==> src/rtl/wb_rr_arbiter_if.sv <==
// Wishbone classic bus bundle shared by the masters and the slave port.
// master drives cyc/stb/we/adr/dat_w; slave drives ack/err/rty/dat_r.
interface wb_rr_arbiter_if #(
  parameter int ADDR_WIDTH = 22,
  parameter int DATA_WIDTH = 8
);
  logic                  cyc;
  logic                  stb;
  logic                  we;
  logic [ADDR_WIDTH-1:0] adr;
  logic [DATA_WIDTH-1:0] dat_w;
  logic                  ack;
  logic                  err;
  logic                  rty;
  logic [DATA_WIDTH-1:0] dat_r;

  modport master (
    output cyc, stb, we, adr, dat_w,
    input  ack, err, rty, dat_r
  );

  modport slave (
    input  cyc, stb, we, adr, dat_w,
    output ack, err, rty, dat_r
  );
endinterface

==> src/rtl/wb_rr_arbiter.sv <==
// Two-master round-robin Wishbone arbiter with cyc bus lock and watchdog.
// Ports: clk_i, rst_ni, wbm0/wbm1 (master buses), wbs (slave bus), grant_o, timeout_o.
module wb_rr_arbiter #(
  parameter int ADDR_WIDTH = 22,
  parameter int DATA_WIDTH = 8,
  parameter int TIMEOUT    = 255
) (
  input  logic                  clk_i,
  input  logic                  rst_ni,
  wb_rr_arbiter_if.slave        wbm0,
  wb_rr_arbiter_if.slave        wbm1,
  wb_rr_arbiter_if.master       wbs,
  output logic [1:0]            grant_o,
  output logic                  timeout_o
);

  localparam logic [7:0] TO_L  = 8'(TIMEOUT);
  localparam bit         WD_EN = (TIMEOUT != 0);

  typedef enum logic [1:0] {IDLE, GNT0, GNT1} state_e;

  state_e state_q, state_d;
  logic   last_q, last_d;
  logic [7:0] wd_q, wd_d;

  logic                  g0, g1;
  logic                  m_cyc, m_stb, m_we;
  logic [ADDR_WIDTH-1:0] m_adr;
  logic [DATA_WIDTH-1:0] m_dat;
  logic                  resp, fire;

  assign g0 = (state_q == GNT0);
  assign g1 = (state_q == GNT1);

  always_comb begin
    m_cyc = 1'b0;
    m_stb = 1'b0;
    m_we  = 1'b0;
    m_adr = '0;
    m_dat = '0;
    unique case (1'b1)
      g0: begin
        m_cyc = wbm0.cyc;
        m_stb = wbm0.cyc & wbm0.stb;
        m_we  = wbm0.cyc & wbm0.we;
        m_adr = wbm0.cyc ? wbm0.adr : '0;
        m_dat = wbm0.cyc ? wbm0.dat_w : '0;
      end
      g1: begin
        m_cyc = wbm1.cyc;
        m_stb = wbm1.cyc & wbm1.stb;
        m_we  = wbm1.cyc & wbm1.we;
        m_adr = wbm1.cyc ? wbm1.adr : '0;
        m_dat = wbm1.cyc ? wbm1.dat_w : '0;
      end
      default: ;
    endcase
  end

  assign resp = wbs.ack | wbs.err | wbs.rty;
  // a real response always beats the watchdog
  assign fire = WD_EN && m_stb && !resp && (wd_q == TO_L);

  assign wbs.cyc   = m_cyc & ~fire;
  assign wbs.stb   = m_stb & ~fire;
  assign wbs.we    = m_we;
  assign wbs.adr   = m_adr;
  assign wbs.dat_w = m_dat;

  assign wbm0.ack   = g0 & wbs.ack;
  assign wbm0.err   = g0 & (wbs.err | fire);
  assign wbm0.rty   = g0 & wbs.rty;
  assign wbm0.dat_r = g0 ? wbs.dat_r : '0;

  assign wbm1.ack   = g1 & wbs.ack;
  assign wbm1.err   = g1 & (wbs.err | fire);
  assign wbm1.rty   = g1 & wbs.rty;
  assign wbm1.dat_r = g1 ? wbs.dat_r : '0;

  assign grant_o   = {g1, g0};
  assign timeout_o = fire;

  always_comb begin
    state_d = state_q;
    last_d  = last_q;
    wd_d    = 8'd0;
    unique case (state_q)
      IDLE: begin
        // on a tie, last_q==1 means master 0 is owed the bus
        if (wbm0.cyc && (!wbm1.cyc || last_q)) begin
          state_d = GNT0;
          last_d  = 1'b0;
        end else if (wbm1.cyc) begin
          state_d = GNT1;
          last_d  = 1'b1;
        end
      end
      GNT0: if (!wbm0.cyc) state_d = IDLE;
      GNT1: if (!wbm1.cyc) state_d = IDLE;
      default: state_d = IDLE;
    endcase
    if (m_stb && !resp && !fire) wd_d = wd_q + 8'd1;
  end

  always_ff @(posedge clk_i or negedge rst_ni) begin
    if (!rst_ni) begin
      state_q <= IDLE;
      last_q  <= 1'b1;
      wd_q    <= 8'd0;
    end else begin
      state_q <= state_d;
      last_q  <= last_d;
      wd_q    <= wd_d;
    end
  end

endmodule
==> src/flat_wrapper.sv <==
// flat-port wrapper written by rule: the top's interface ports become plain ports
module wb_rr_arbiter_flat 
#(
  parameter int ADDR_WIDTH = 22,
  parameter int DATA_WIDTH = 8,
  parameter int TIMEOUT    = 255
)
  (clk_i, rst_ni, grant_o, timeout_o, wbm0_cyc, wbm0_stb, wbm0_we, wbm0_adr, wbm0_dat_w, wbm0_ack, wbm0_err, wbm0_rty, wbm0_dat_r, wbm1_cyc, wbm1_stb, wbm1_we, wbm1_adr, wbm1_dat_w, wbm1_ack, wbm1_err, wbm1_rty, wbm1_dat_r, wbs_cyc, wbs_stb, wbs_we, wbs_adr, wbs_dat_w, wbs_ack, wbs_err, wbs_rty, wbs_dat_r);
  wb_rr_arbiter_if #(.ADDR_WIDTH(ADDR_WIDTH), .DATA_WIDTH(DATA_WIDTH)) wbm0_i ();
  wb_rr_arbiter_if #(.ADDR_WIDTH(ADDR_WIDTH), .DATA_WIDTH(DATA_WIDTH)) wbm1_i ();
  wb_rr_arbiter_if #(.ADDR_WIDTH(ADDR_WIDTH), .DATA_WIDTH(DATA_WIDTH)) wbs_i ();
  input  logic clk_i;
  input  logic rst_ni;
  output logic [1:0] grant_o;
  output logic timeout_o;
  input wire logic [$bits(wbm0_i.cyc)-1:0] wbm0_cyc;
  input wire logic [$bits(wbm0_i.stb)-1:0] wbm0_stb;
  input wire logic [$bits(wbm0_i.we)-1:0] wbm0_we;
  input wire logic [$bits(wbm0_i.adr)-1:0] wbm0_adr;
  input wire logic [$bits(wbm0_i.dat_w)-1:0] wbm0_dat_w;
  output wire logic [$bits(wbm0_i.ack)-1:0] wbm0_ack;
  output wire logic [$bits(wbm0_i.err)-1:0] wbm0_err;
  output wire logic [$bits(wbm0_i.rty)-1:0] wbm0_rty;
  output wire logic [$bits(wbm0_i.dat_r)-1:0] wbm0_dat_r;
  input wire logic [$bits(wbm1_i.cyc)-1:0] wbm1_cyc;
  input wire logic [$bits(wbm1_i.stb)-1:0] wbm1_stb;
  input wire logic [$bits(wbm1_i.we)-1:0] wbm1_we;
  input wire logic [$bits(wbm1_i.adr)-1:0] wbm1_adr;
  input wire logic [$bits(wbm1_i.dat_w)-1:0] wbm1_dat_w;
  output wire logic [$bits(wbm1_i.ack)-1:0] wbm1_ack;
  output wire logic [$bits(wbm1_i.err)-1:0] wbm1_err;
  output wire logic [$bits(wbm1_i.rty)-1:0] wbm1_rty;
  output wire logic [$bits(wbm1_i.dat_r)-1:0] wbm1_dat_r;
  output wire logic [$bits(wbs_i.cyc)-1:0] wbs_cyc;
  output wire logic [$bits(wbs_i.stb)-1:0] wbs_stb;
  output wire logic [$bits(wbs_i.we)-1:0] wbs_we;
  output wire logic [$bits(wbs_i.adr)-1:0] wbs_adr;
  output wire logic [$bits(wbs_i.dat_w)-1:0] wbs_dat_w;
  input wire logic [$bits(wbs_i.ack)-1:0] wbs_ack;
  input wire logic [$bits(wbs_i.err)-1:0] wbs_err;
  input wire logic [$bits(wbs_i.rty)-1:0] wbs_rty;
  input wire logic [$bits(wbs_i.dat_r)-1:0] wbs_dat_r;
  assign wbm0_i.cyc = wbm0_cyc;
  assign wbm0_i.stb = wbm0_stb;
  assign wbm0_i.we = wbm0_we;
  assign wbm0_i.adr = wbm0_adr;
  assign wbm0_i.dat_w = wbm0_dat_w;
  assign wbm0_ack = wbm0_i.ack;
  assign wbm0_err = wbm0_i.err;
  assign wbm0_rty = wbm0_i.rty;
  assign wbm0_dat_r = wbm0_i.dat_r;
  assign wbm1_i.cyc = wbm1_cyc;
  assign wbm1_i.stb = wbm1_stb;
  assign wbm1_i.we = wbm1_we;
  assign wbm1_i.adr = wbm1_adr;
  assign wbm1_i.dat_w = wbm1_dat_w;
  assign wbm1_ack = wbm1_i.ack;
  assign wbm1_err = wbm1_i.err;
  assign wbm1_rty = wbm1_i.rty;
  assign wbm1_dat_r = wbm1_i.dat_r;
  assign wbs_cyc = wbs_i.cyc;
  assign wbs_stb = wbs_i.stb;
  assign wbs_we = wbs_i.we;
  assign wbs_adr = wbs_i.adr;
  assign wbs_dat_w = wbs_i.dat_w;
  assign wbs_i.ack = wbs_ack;
  assign wbs_i.err = wbs_err;
  assign wbs_i.rty = wbs_rty;
  assign wbs_i.dat_r = wbs_dat_r;
  wb_rr_arbiter #(.ADDR_WIDTH(ADDR_WIDTH), .DATA_WIDTH(DATA_WIDTH), .TIMEOUT(TIMEOUT)) u_core (.clk_i(clk_i), .rst_ni(rst_ni), .wbm0(wbm0_i), .wbm1(wbm1_i), .wbs(wbs_i), .grant_o(grant_o), .timeout_o(timeout_o));
endmodule
==> config.mk <==
export PLATFORM = sky130hd
export DESIGN_NAME = wb_rr_arbiter_flat
export DESIGN_NICKNAME = d
export VERILOG_FILES = /design/src/rtl/wb_rr_arbiter_if.sv /design/src/rtl/wb_rr_arbiter.sv /design/src/flat_wrapper.sv
export SDC_FILE = /design/constraint.sdc
export NUM_CORES = 1
export LEC_CHECK = 0
export ABC_CLOCK_PERIOD_IN_PS = 2200
export CAP_MARGIN = 20
export CORE_ASPECT_RATIO = 0.7
export CORE_MARGIN = 1
export CORE_UTILIZATION = 29
export CTS_BUF_LIST = sky130_fd_sc_hd__clkbuf_16
export DETAILED_ROUTE_END_ITERATION = 12
export PLACE_DENSITY = 0.8
export SETUP_SLACK_MARGIN = 0.5
export SYNTH_ARGS = -nofsm -noshare
export SYNTH_HDL_FRONTEND = slang
export SYNTH_SLANG_ARGS = --single-unit
==> constraint.sdc <==
create_clock -name clk_i -period 2.2 [get_ports clk_i]
set_input_delay 0.22 -clock clk_i [delete_from_list [all_inputs] [get_ports clk_i]]
set_output_delay 0.22 -clock clk_i [all_outputs]
set_load 0.1 [all_outputs]
==> flow_metrics.py, run 1 <==
metrics = {
    "outcome": {
        "status": "aborted with a tool error",
        "haltStage": "5_1_grt",
        "toolErrorMsg": "[ERROR DPL-0033] detailed placement checks failed during check placement.",
    },
    "clocking": {
        "numClockSinks": 11,
        "clock_path_buffers": 2,
        "cts.htree.levels": 1,
        "numCtsBuffers": 3,
        "cts_root_buffer": "clkbuf_16",
        "cts_hold_buf": 0,
    },
    "logic_synthesis": {
        "synth_area_leaders": "dfrtp_1, a22oi_1, nor2b_1",
        "syn_area_per_cell_sq_um": 7.885,
        "yosys_most_used_dff": "dfrtp_1",
        "syn_area_sq_um": 1333,
        "synth_top_family_by_area": "simple AND/OR/NAND/NOR gates",
        "synth-compound-area-share": 0.2967,
        "synth_adder_area_share": 0.03756,
        "syn_inst": 169,
        "synthSimpleGateAreaFrac": 0.3653,
        "synth_edf_count": 0,
        "synthMuxAreaShare": 0,
        "synth_cell_type_count": 35,
        "synth-xor-area-share": 0.01972,
        "synth.net_count": 252,
        "synthArstFlopShare": 1.000,
        "yosysWarnings": 0,
        "yosysTopAreaCellShare": 0.1878,
        "ys_seq_elements": 11,
        "yosysSeqAreaShare": 0.2075,
        "synth_top_area_cell": "dfrtp_1",
    },
    "placed_design": {
        "placed_area_sq_um": 3626,
        "numPortBuffers": 136,
        "hpwl_um": 4460,
        "post-place-ws_ns": -0.01281,
        "gp_congestion": 0.8063,
        "place_inst": 352,
    },
    "die": {
        "dieWidth_um": 83.02,
        "die_h_um": 58.72,
        "start_util": 0.3043,
        "rows": 20,
        "io_pins": 137,
    },
    "global_route": {
        "grt_antenna_before_repair": 0,
        "grt_max_degree": 34,
    },
    "timing": {
        "worst_path_end_type": "primary output",
        "grt-worst-endpoint": "wbm1_err",
    },
}
==> logic make-up after synthesis <==
kind of cell,count (synthesis)
buffers and inverters,22
and+or+nand+nor,79
AOI/OAI and AO/OA,50
xor gates and xnor gates,3
DFF,11
adders and majority gates,4
==> cell usage after synthesis (all sizes together) (2+ instances only) <==
cell,count
xor2,2
clkbuf,13
buf,3
nor3,3
o31ai,2
inv,6
nand3,7
a22oi,31
nor2,4
a22o,2
dfrtp,10
and2,22
nor2b,31
or3,2
o21ai,4
a21oi,3
ha,4
and3,2
nand2,4
==> stage by stage <==
step / TNS (ns) / hold WS (ns)
floorplan: -1.095 / -0.07559
global placement: 0 / 0.4952
detailed placement: -0.01281 / 0.5028
CTS: -0.2907 / 0.3444
==> what timing repair did <==
item	in CTS
endpoints found under the setup margin	59
buffers inserted	9
gates resized for setup	62
cloned	5
pin swaps	34
==> inputs of run 2 (changes only) <==
--- a/config.mk
+++ b/config.mk
@@ -7,13 +7,10 @@
 export LEC_CHECK = 0
 export ABC_CLOCK_PERIOD_IN_PS = 2200
 export CAP_MARGIN = 20
-export CORE_ASPECT_RATIO = 0.7
 export CORE_MARGIN = 1
-export CORE_UTILIZATION = 29
-export CTS_BUF_LIST = sky130_fd_sc_hd__clkbuf_16
+export CORE_UTILIZATION = 25
 export DETAILED_ROUTE_END_ITERATION = 12
-export PLACE_DENSITY = 0.8
-export SETUP_SLACK_MARGIN = 0.5
+export PLACE_DENSITY_LB_ADDON = 0.15
 export SYNTH_ARGS = -nofsm -noshare
 export SYNTH_HDL_FRONTEND = slang
 export SYNTH_SLANG_ARGS = --single-unit
==> flow_metrics.py, run 2 <==
metrics = {
    "logic_synthesis": {
        "synth_adder_area_share": 0.03756,
        "syn_area_sq_um": 1333,
        "synthMuxAreaShare": 0,
        "yosysSeqAreaShare": 0.2075,
        "synthSimpleGateAreaFrac": 0.3653,
        "yosysTopAreaCellShare": 0.1878,
        "synth-compound-area-share": 0.2967,
        "synth_edf_count": 0,
        "yosysWarnings": 0,
        "syn_area_per_cell_sq_um": 7.885,
        "synthArstFlopShare": 1.000,
        "ys_seq_elements": 11,
        "synth-xor-area-share": 0.01972,
        "ys_top_cells_by_count": "a22oi_1, nor2b_1, and2_1, clkbuf_1, dfrtp_1",
        "synth_area_leaders": "dfrtp_1, a22oi_1, nor2b_1",
        "synth_top_family_by_area": "simple AND/OR/NAND/NOR gates",
        "yosys_most_used_dff": "dfrtp_1",
        "syn_inst": 169,
        "synth_cell_type_count": 35,
        "synth_top_area_cell": "dfrtp_1",
        "synth.net_count": 252,
    },
    "run": {
        "cap_violations": 0,
    },
    "timing": {
        "rsz0062_at_grt": "yes",
        "slew_viol_final": 0,
        "period_needed_ns": 2.272,
        "finClkSkew_ns": 0.0006446,
        "setup_ws_ns": -0.07159,
        "timing.hold.ws_ns": 0.3154,
        "finalSetupTns_ns": -0.2083,
        "hold_viol": 0,
        "max-slew-margin-rel": 0.6606,
        "setup_viol": 6,
        "post-route-period-util": 1.033,
        "fmax_mhz": 440.2,
        "worst_pin_slew_ns": 0.5073,
    },
    "die": {
        "die_h_um": 75.01,
        "dieWidth_um": 75.01,
        "dieArea_sq_um": 5626,
        "core_sq_um": 5107,
        "rows": 26,
        "start_util": 0.2609,
        "io_pins": 137,
    },
    "clocking": {
        "clk_latency_ns": 0.24,
        "cts_root_buffer": "clkbuf_8",
        "cts_tree": "yes",
        "numClockSinks": 11,
        "clock_path_buffers": 2,
        "cts.htree.levels": 1,
        "clkTransAtPathRegs_ns": 0.05,
        "numCtsBuffers": 3,
    },
    "detailed_routing": {
        "antenna_left": 0,
        "drt_first_pass_iters": 4,
        "drc": 0,
        "wirelength_um": 5926,
        "vias": 1835,
        "drt-initial-drc-count": 41,
        "via_per_inst": 4.893,
        "wl_per_cell_um": 15.80,
    },
    "critical_path": {
        "timing.rr.start": "u_core.state_q[1]",
        "cp_cell_sequence": "inv_2 > ha_4 > or4b_4 > a21o_4 > o31ai_4 > buf_12",
        "critPathTopFamily": "simple AND/OR/NAND/NOR gates",
        "start_kind": "flip-flop",
        "critPathCaptureType": "output pin",
        "critPathMaxFanout": 5,
        "arrival_ns": 2.05,
        "critPathKind": "flip-flop to output pin",
        "crit_path_start": "u_core.state_q[1]",
        "cp_num_buf_inv": 2,
        "cp_slowest_cell": "or4b_4",
        "cpPeakStageDelay_ns": 0.47,
        "crit_required_ns": 1.98,
    },
    "global_route": {
        "grt_pass1_vias": 1650,
        "gr-usage-all-layers": 0.1842,
        "grt_max_degree": 34,
        "grt_antenna_before_repair": 0,
        "grt_pass1_wl_um": 7845,
        "overflow": 0,
    },
    "final_layout": {
        "antennaDiodeCount": 0,
        "nets": 389,
        "drive_gt1_frac": 0.4885,
        "largest_registers": "u_core.wd_q (8), u_core.state_q (2), u_core.last_q (1)",
        "final_cell_mix": "clkdlybuf4s50_1, buf_12, nor2b_4",
        "final_cell_area_sq_um": 3877,
        "largest_reg_flops": 8,
        "final_util": 0.7592,
        "syn_to_final_growth_pct": 191.0,
        "largest-register": "u_core.wd_q",
        "final_common_cell": "clkdlybuf4s50_1",
    },
    "outcome": {
        "status": "finished, violations left",
        "violations": "setup timing",
    },
    "power_and_ir_drop": {
        "leakagePower_uw": 0.001420,
        "power_density_nw_per_um2": 1290,
        "ir_drop_mv": 0.6245,
    },
    "placed_design": {
        "numPortBuffers": 136,
        "hpwl_um": 4484,
        "gp_congestion": 0.8121,
        "placed_area_sq_um": 3607,
    },
    "hold_path": {
        "hp-class": "input port to asynchronous set/reset pin",
    },
}
## run 2: path summary, 6_finish.rpt
path                                  end  slack [ns]  cells past startpoint
max                              wbm1_err       -0.07                      6
min                        u_core.wd_q[3]        0.32                      1
max reg2reg                u_core.wd_q[7]        0.35                      6
min reg2reg                u_core.wd_q[7]        0.51                      1
max in group asynchronous   u_core.last_q        1.53                      1
min in group clk_i         u_core.wd_q[7]        0.51                      1
## run 2: cells by family after synthesis
group / after synthesis
simple gates: 79
buf+inv: 22
compound gates: 50
fa+ha+maj: 4
flops: 11
xor+xnor: 3
## run 2: worst reg2reg max path: cells and delay by family (launching register included)
kind                     cells  cell delay (ns)
AND/OR/NAND/NOR              1             0.47
flip-flops                   1             0.36
AO/OA/AOI/OAI                2             0.42
buffers and inverters        2             0.25
adder cells (fa/ha/maj)      1             0.26
## run 2: repair_timing
item	in CTS	in global routing
gates resized for setup	5	26
cloned	0	2
endpoints found under the setup margin	4	34
buffers inserted	3	1
pin swaps	2	1
hold buffers	0	0
## run 2: power by group
part / internal [uW] / total, uW / switching (uW)
combinational: 1890 / 4540 / 2650
sequential: 238 / 259 / 21.1
clock: 127 / 203 / 75.4
total: 2250 / 5000 / 2750
## run 2: per-stage QoR
| step | cells | worst slack [ns] | power (uW) |
|---|---|---|---|
| final | 375 | -0.07159 | 5003 |
| after global routing | 375 | -0.1406 | 5187 |
| after CTS | 372 | -0.08202 | 4866 |
| after detailed placement | 365 | -0.03081 | 4594 |
| after global placement | 365 | 0.008861 | 4575 |
| after floorplan | 169 | -0.3583 | 3175 |
## run 2: per-layer routing
metal | share of wire | global-route usage
met5 | 0 | 0
met1 | 0.33 | 0.2008
met4 | 0.017 | 0.07757
met2 | 0.55 | 0.3313
met3 | 0.098 | 0.05489
## run 2: cell type report
type | instances | area (sq um)
timing repair buffer | 148 | 2092
multi-input combinational | 136 | 1354
fill | 339 | 1230
sequential | 11 | 276.5
tap | 70 | 87.58
clock buffer | 4 | 45.04
inverter | 6 | 22.52
Power figures use the tool's default switching activity.
==> inputs of run 3 (changes only) <==
--- a/config.mk
+++ b/config.mk
@@ -8,9 +8,10 @@
 export ABC_CLOCK_PERIOD_IN_PS = 2200
 export CAP_MARGIN = 20
 export CORE_MARGIN = 1
-export CORE_UTILIZATION = 25
+export CORE_UTILIZATION = 29
+export CTS_CLUSTER_DIAMETER = 50
 export DETAILED_ROUTE_END_ITERATION = 12
-export PLACE_DENSITY_LB_ADDON = 0.15
+export PLACE_DENSITY = 0.87
 export SYNTH_ARGS = -nofsm -noshare
 export SYNTH_HDL_FRONTEND = slang
 export SYNTH_SLANG_ARGS = --single-unit
==> flow_metrics.py, run 3 (same netlist as run 2, synthesis figures left out) <==
metrics = {
    "timing": {
        "period_needed_ns": 2.350,
        "post-route-period-util": 1.068,
        "fmax_mhz": 425.6,
        "hold_viol": 0,
        "rsz0062_at_grt": "yes",
        "worst_pin_slew_ns": 0.5464,
        "max-slew-margin-rel": 0.6344,
        "setup_ws_ns": -0.1497,
        "slew_viol_final": 0,
        "setup_viol": 9,
        "finClkSkew_ns": 0.004433,
        "finalSetupTns_ns": -0.7105,
    },
    "detailed_routing": {
        "wl_per_cell_um": 20.99,
        "drt-initial-drc-count": 89,
        "antenna_left": 0,
        "drt_first_pass_iters": 4,
        "vias": 1982,
        "via_per_inst": 5.506,
        "wirelength_um": 7558,
        "drc": 0,
    },
    "die": {
        "rows": 24,
        "die_h_um": 69.79,
        "dieArea_sq_um": 4870,
        "io_pins": 137,
        "core_sq_um": 4384,
        "start_util": 0.3039,
        "dieWidth_um": 69.79,
    },
    "final_layout": {
        "final_cell_mix": "clkdlybuf4s50_1, buf_12, a22oi_2",
        "antennaDiodeCount": 0,
        "final_util": 0.8884,
        "largest_registers": "u_core.wd_q (8), u_core.state_q (2), u_core.last_q (1)",
        "largest-register": "u_core.wd_q",
        "syn_to_final_growth_pct": 192.3,
        "nets": 392,
        "drive_gt1_frac": 0.5227,
        "final_common_cell": "clkdlybuf4s50_1",
        "largest_reg_flops": 8,
    },
    "global_route": {
        "grt_pass1_vias": 1986,
        "grt_antenna_before_repair": 0,
        "overflow": 0,
        "grt_use_met1": 0.2406,
        "gr-usage-all-layers": 0.2575,
        "use_met2": 0.5470,
        "gr-usage-met3": 0.05233,
        "grt_max_degree": 34,
        "grt_pass1_wl_um": 9908,
        "top_usage_layer": "met2",
    },
    "placed_design": {
        "numPortBuffers": 136,
        "gp_congestion": 0.8421,
        "hpwl_um": 5213,
    },
    "critical_path": {
        "critPathMaxFanout": 5,
        "arrival_ns": 2.13,
        "reg2reg_depth": 6,
        "cpPeakStageDelay_ns": 0.47,
        "crit_required_ns": 1.98,
        "critPathCaptureType": "output pin",
        "start_kind": "flip-flop",
        "cp_cell_sequence": "inv_2 > ha_4 > or4b_4 > a21o_4 > buf_4 > nor2_4 > buf_12",
        "timing.rr.start": "u_core.state_q[0]",
        "critPathKind": "flip-flop to output pin",
        "crit_path_start": "u_core.state_q[0]",
        "cp_slowest_cell": "or4b_4",
    },
    "clocking": {
        "cts.htree.levels": 1,
        "clk_latency_ns": 0.24,
        "cts_tree": "yes",
        "clkTransAtPathRegs_ns": 0.05,
        "numClockSinks": 11,
        "clock_path_buffers": 2,
        "numCtsBuffers": 3,
        "cts_root_buffer": "clkbuf_8",
    },
    "power_and_ir_drop": {
        "ir_drop_mv": 0.6156,
        "p_sw_frac": 0.5576,
        "power_density_nw_per_um2": 1312,
        "clkPwrFrac": 0.040,
        "p_int_uw": 2261,
        "power_frac_comb": 0.908,
        "seq_power_share": 0.052,
        "total_power_uw": 5111,
        "leakagePower_uw": 0.001419,
        "p_switching_uw": 2850,
    },
    "outcome": {
        "status": "finished, violations left",
        "violations": "setup timing",
    },
    "run": {
        "cap_violations": 0,
    },
    "hold_path": {
        "hp-class": "input port to asynchronous set/reset pin",
    },
}
-- run 3: cell types whose count changed in the layout (fill, tap and decap cells not counted), sizes merged --
cell	change
clkbuf	-2
buf	+5
-- run 3: path summary, 6_finish.rpt --
| kind | to | slack, ns |
|---|---|---|
| worst max-delay path | timeout_o | -0.15 |
| worst min-delay path | u_core.state_q[0] | 0.32 |
| worst max register to register | u_core.wd_q[3] | 0.30 |
| worst min register to register | u_core.wd_q[7] | 0.53 |
| max in group asynchronous | u_core.last_q | 1.53 |
| min in group clk_i | u_core.wd_q[7] | 0.53 |
-- run 3: layer usage --
layer  up-vias  share of wire
li1        881              -
met1       967           0.33
met2       120           0.58
met3        14          0.067
met4         0          0.029
met5         -              0
-- run 3: area by class of cell --
type	instances	area (sq um)
clock buffer	4	45.04
fill	175	489.2
inverter	6	22.52
multi-input combinational	136	1403
sequential	11	276.5
tap	52	65.06
timing repair buffer	151	2083
-- run 3: through the flow --
| stage | setup slack (ns) | hold WS, ns | instances | area (sq um) |
|---|---|---|---|---|
| after floorplan | -0.3583 | -0.07559 | 169 | 1583 |
| after global placement | 0.007484 | 0.4910 | 348 | 3592 |
| final | -0.1497 | 0.3157 | 360 | 3895 |
| after detailed placement | -0.04255 | 0.5156 | 348 | 3592 |
| after global routing | -0.1736 | 0.3634 | 360 | 3895 |
| after CTS | -0.08365 | 0.3219 | 356 | 3689 |
-- run 3: what timing repair did --
item,CTS,global route
gates resized for setup,4,37
setup endpoints to repair,4,36
pin swaps,2,20
gates cloned,0,0
hold buffers,0,0
setup buffers,4,4
-- run 3: power by group through the flow --
stage	Sequential [uW]	Combinational, uW	Clock, uW
floorplan	262	2910	0
global placement	264	4300	0
global route	265	4760	218
detailed placement	268	4360	0
CTS	260	4430	202
finish	265	4640	204
-- run 3: critical path: cells and delay by family, from the launching register on --
kind | cells | cell delay [ns]
DFF | 1 | 0.38
AOI/OAI and AO/OA | 1 | 0.24
adders and majority gates | 1 | 0.26
and+or+nand+nor | 2 | 0.60
buffers and inverters | 3 | 0.40
==> inputs of run 4 (changes only) <==
--- a/config.mk
+++ b/config.mk
@@ -5,13 +5,13 @@
 export SDC_FILE = /design/constraint.sdc
 export NUM_CORES = 1
 export LEC_CHECK = 0
-export ABC_CLOCK_PERIOD_IN_PS = 2200
+export ABC_CLOCK_PERIOD_IN_PS = 2770
 export CAP_MARGIN = 20
 export CORE_MARGIN = 1
-export CORE_UTILIZATION = 29
+export CORE_UTILIZATION = 32
 export CTS_CLUSTER_DIAMETER = 50
 export DETAILED_ROUTE_END_ITERATION = 12
-export PLACE_DENSITY = 0.87
+export PLACE_DENSITY = 0.94
 export SYNTH_ARGS = -nofsm -noshare
 export SYNTH_HDL_FRONTEND = slang
 export SYNTH_SLANG_ARGS = --single-unit
==> constraint.sdc (replaced) <==
create_clock -name clk_i -period 2.77 [get_ports clk_i]
set_input_delay 0.277 -clock clk_i [delete_from_list [all_inputs] [get_ports clk_i]]
set_output_delay 0.277 -clock clk_i [all_outputs]
set_load 0.1 [all_outputs]
==> flow_metrics.py, run 4 (same netlist as run 2, synthesis figures left out) <==
metrics = {
    "critical_path": {
        "cp_cell_sequence": "inv_1 > ha_1 > and2_1 > buf_4 > a22oi_1 > nor2b_1 > buf_12",
        "critPathCaptureType": "output pin",
        "rrSetupSlack_ns": 0.80,
        "crit_path_start": "u_core.state_q[1]",
        "critPathMaxFanout": 33,
        "reg2reg_depth": 6,
        "start_kind": "flip-flop",
        "timing.rr.start": "u_core.state_q[1]",
        "cp_slowest_cell": "ha_1",
        "critPathKind": "flip-flop to output pin",
        "critPathTopFamily": "buffers and inverters",
        "cpPeakStageDelay_ns": 0.41,
        "cp_num_buf_inv": 3,
        "crit_required_ns": 2.49,
        "arrival_ns": 2.26,
        "rr_endpoint": "u_core.wd_q[7]",
    },
    "power_and_ir_drop": {
        "total_power_uw": 3199,
        "ir_drop_mv": 0.4737,
        "power_density_nw_per_um2": 1016,
        "leakagePower_uw": 0.001198,
    },
    "final_layout": {
        "multiInputGateArea_sq_um": 1039,
        "fill_cells": 244,
        "largest_reg_flops": 8,
        "nets": 382,
        "largest-register": "u_core.wd_q",
        "syn_to_final_growth_pct": 136.3,
        "final_cell_mix": "clkdlybuf4s50_1, buf_12, a22oi_1",
        "drive_gt1_frac": 0.3591,
        "final_common_cell": "clkdlybuf4s50_1",
        "regArea_sq_um": 276.5,
        "largest_registers": "u_core.wd_q (8), u_core.state_q (2), u_core.last_q (1)",
        "antennaDiodeCount": 0,
    },
    "timing": {
        "post-route-period-util": 0.9151,
        "fmax_mhz": 394.5,
        "max-slew-margin-rel": 0.6660,
        "setup_viol": 0,
        "finClkSkew_ns": 0.0008019,
        "slew_viol_final": 0,
        "timing.hold.ws_ns": 0.3795,
        "period_needed_ns": 2.535,
        "worst_pin_slew_ns": 0.4991,
        "finalSetupTns_ns": 0,
        "rsz0062_at_grt": "no",
        "hold_viol": 0,
    },
    "detailed_routing": {
        "drt_first_pass_iters": 4,
        "drt-initial-drc-count": 84,
        "wl_per_cell_um": 14.61,
        "via_per_inst": 5.264,
        "vias": 1832,
        "antenna_left": 0,
        "drc": 0,
        "wirelength_um": 5083,
    },
    "placed_design": {
        "gp_congestion": 0.8167,
        "hpwl_um": 4248,
        "numPortBuffers": 136,
    },
    "clocking": {
        "numCtsBuffers": 3,
        "cts_setup_buffers": 0,
        "clkTransAtPathRegs_ns": 0.05,
        "numClockSinks": 11,
        "cts_root_buffer": "clkbuf_8",
        "cts.htree.levels": 1,
        "cts_resized": 0,
        "clk_latency_ns": 0.23,
        "cts_tree": "yes",
        "clock_path_buffers": 2,
        "cts_hold_buf": 0,
    },
    "die": {
        "die_h_um": 66.53,
        "dieWidth_um": 66.53,
        "rows": 23,
        "core_sq_um": 4000,
        "dieArea_sq_um": 4426,
        "io_pins": 137,
        "start_util": 0.3331,
    },
    "outcome": {
        "status": "finished, final reports clean",
    },
    "global_route": {
        "grt_pass1_vias": 1599,
        "grt_pass1_wl_um": 7162,
        "grt_max_degree": 34,
        "overflow": 0,
        "grt_antenna_before_repair": 0,
        "gr-usage-all-layers": 0.2084,
    },
    "run": {
        "cap_violations": 0,
    },
    "hold_path": {
        "hp-class": "input port to asynchronous set/reset pin",
    },
}
[run 4: power breakdown]
group	internal, uW	switching (uW)
registers	189	20.2
logic	945	1890
clock network	101	54.5
[run 4: metal layers]
metal  vias up  global-route usage  part of all wire
li1        860                   -                 -
met4         0             0.05585             0.016
met3         8             0.05822             0.099
met2       119              0.4196              0.56
met1       845              0.2027              0.33
met5         -                   0                 0
[run 4: layout make-up]
cell class	instances	share of cell area
Timing Repair Buffer	141	0.5411
Multi-Input combinational cell	136	0.3298
Sequential cell	11	0.08780
Tap cell	50	0.01986
Clock buffer	4	0.01430
Inverter	6	0.007151
[run 4: per-stage QoR]
step	cells	cell area (sq um)	util	worst slack, ns
floorplan	169	1413	-	-0.3033
global placement	344	3104	0.7760	0.4150
detailed placement	344	3104	0.7760	0.4105
CTS	348	3149	0.7873	0.2355
global route	348	3149	0.7873	0.09412
finish	348	3149	0.7873	0.2352
[run 4: worst max path at each step]
stage                     depth (start not counted)            to
final                                             7  wbs_dat_w[2]
after global routing                              7  wbs_dat_w[0]
after CTS                                         7  wbs_dat_w[2]
after detailed placement                          6     timeout_o
after global placement                            6     timeout_o
after floorplan                                   5      wbm1_err
[run 4: worst register-to-register path, stage by stage, from the launching register on]
cell	delay, ns
dfrtp_1	0.37
inv_1	0.07
ha_1	0.30
or4b_1	0.47
a21o_1	0.25
buf_4	0.21
a311oi_2	0.21
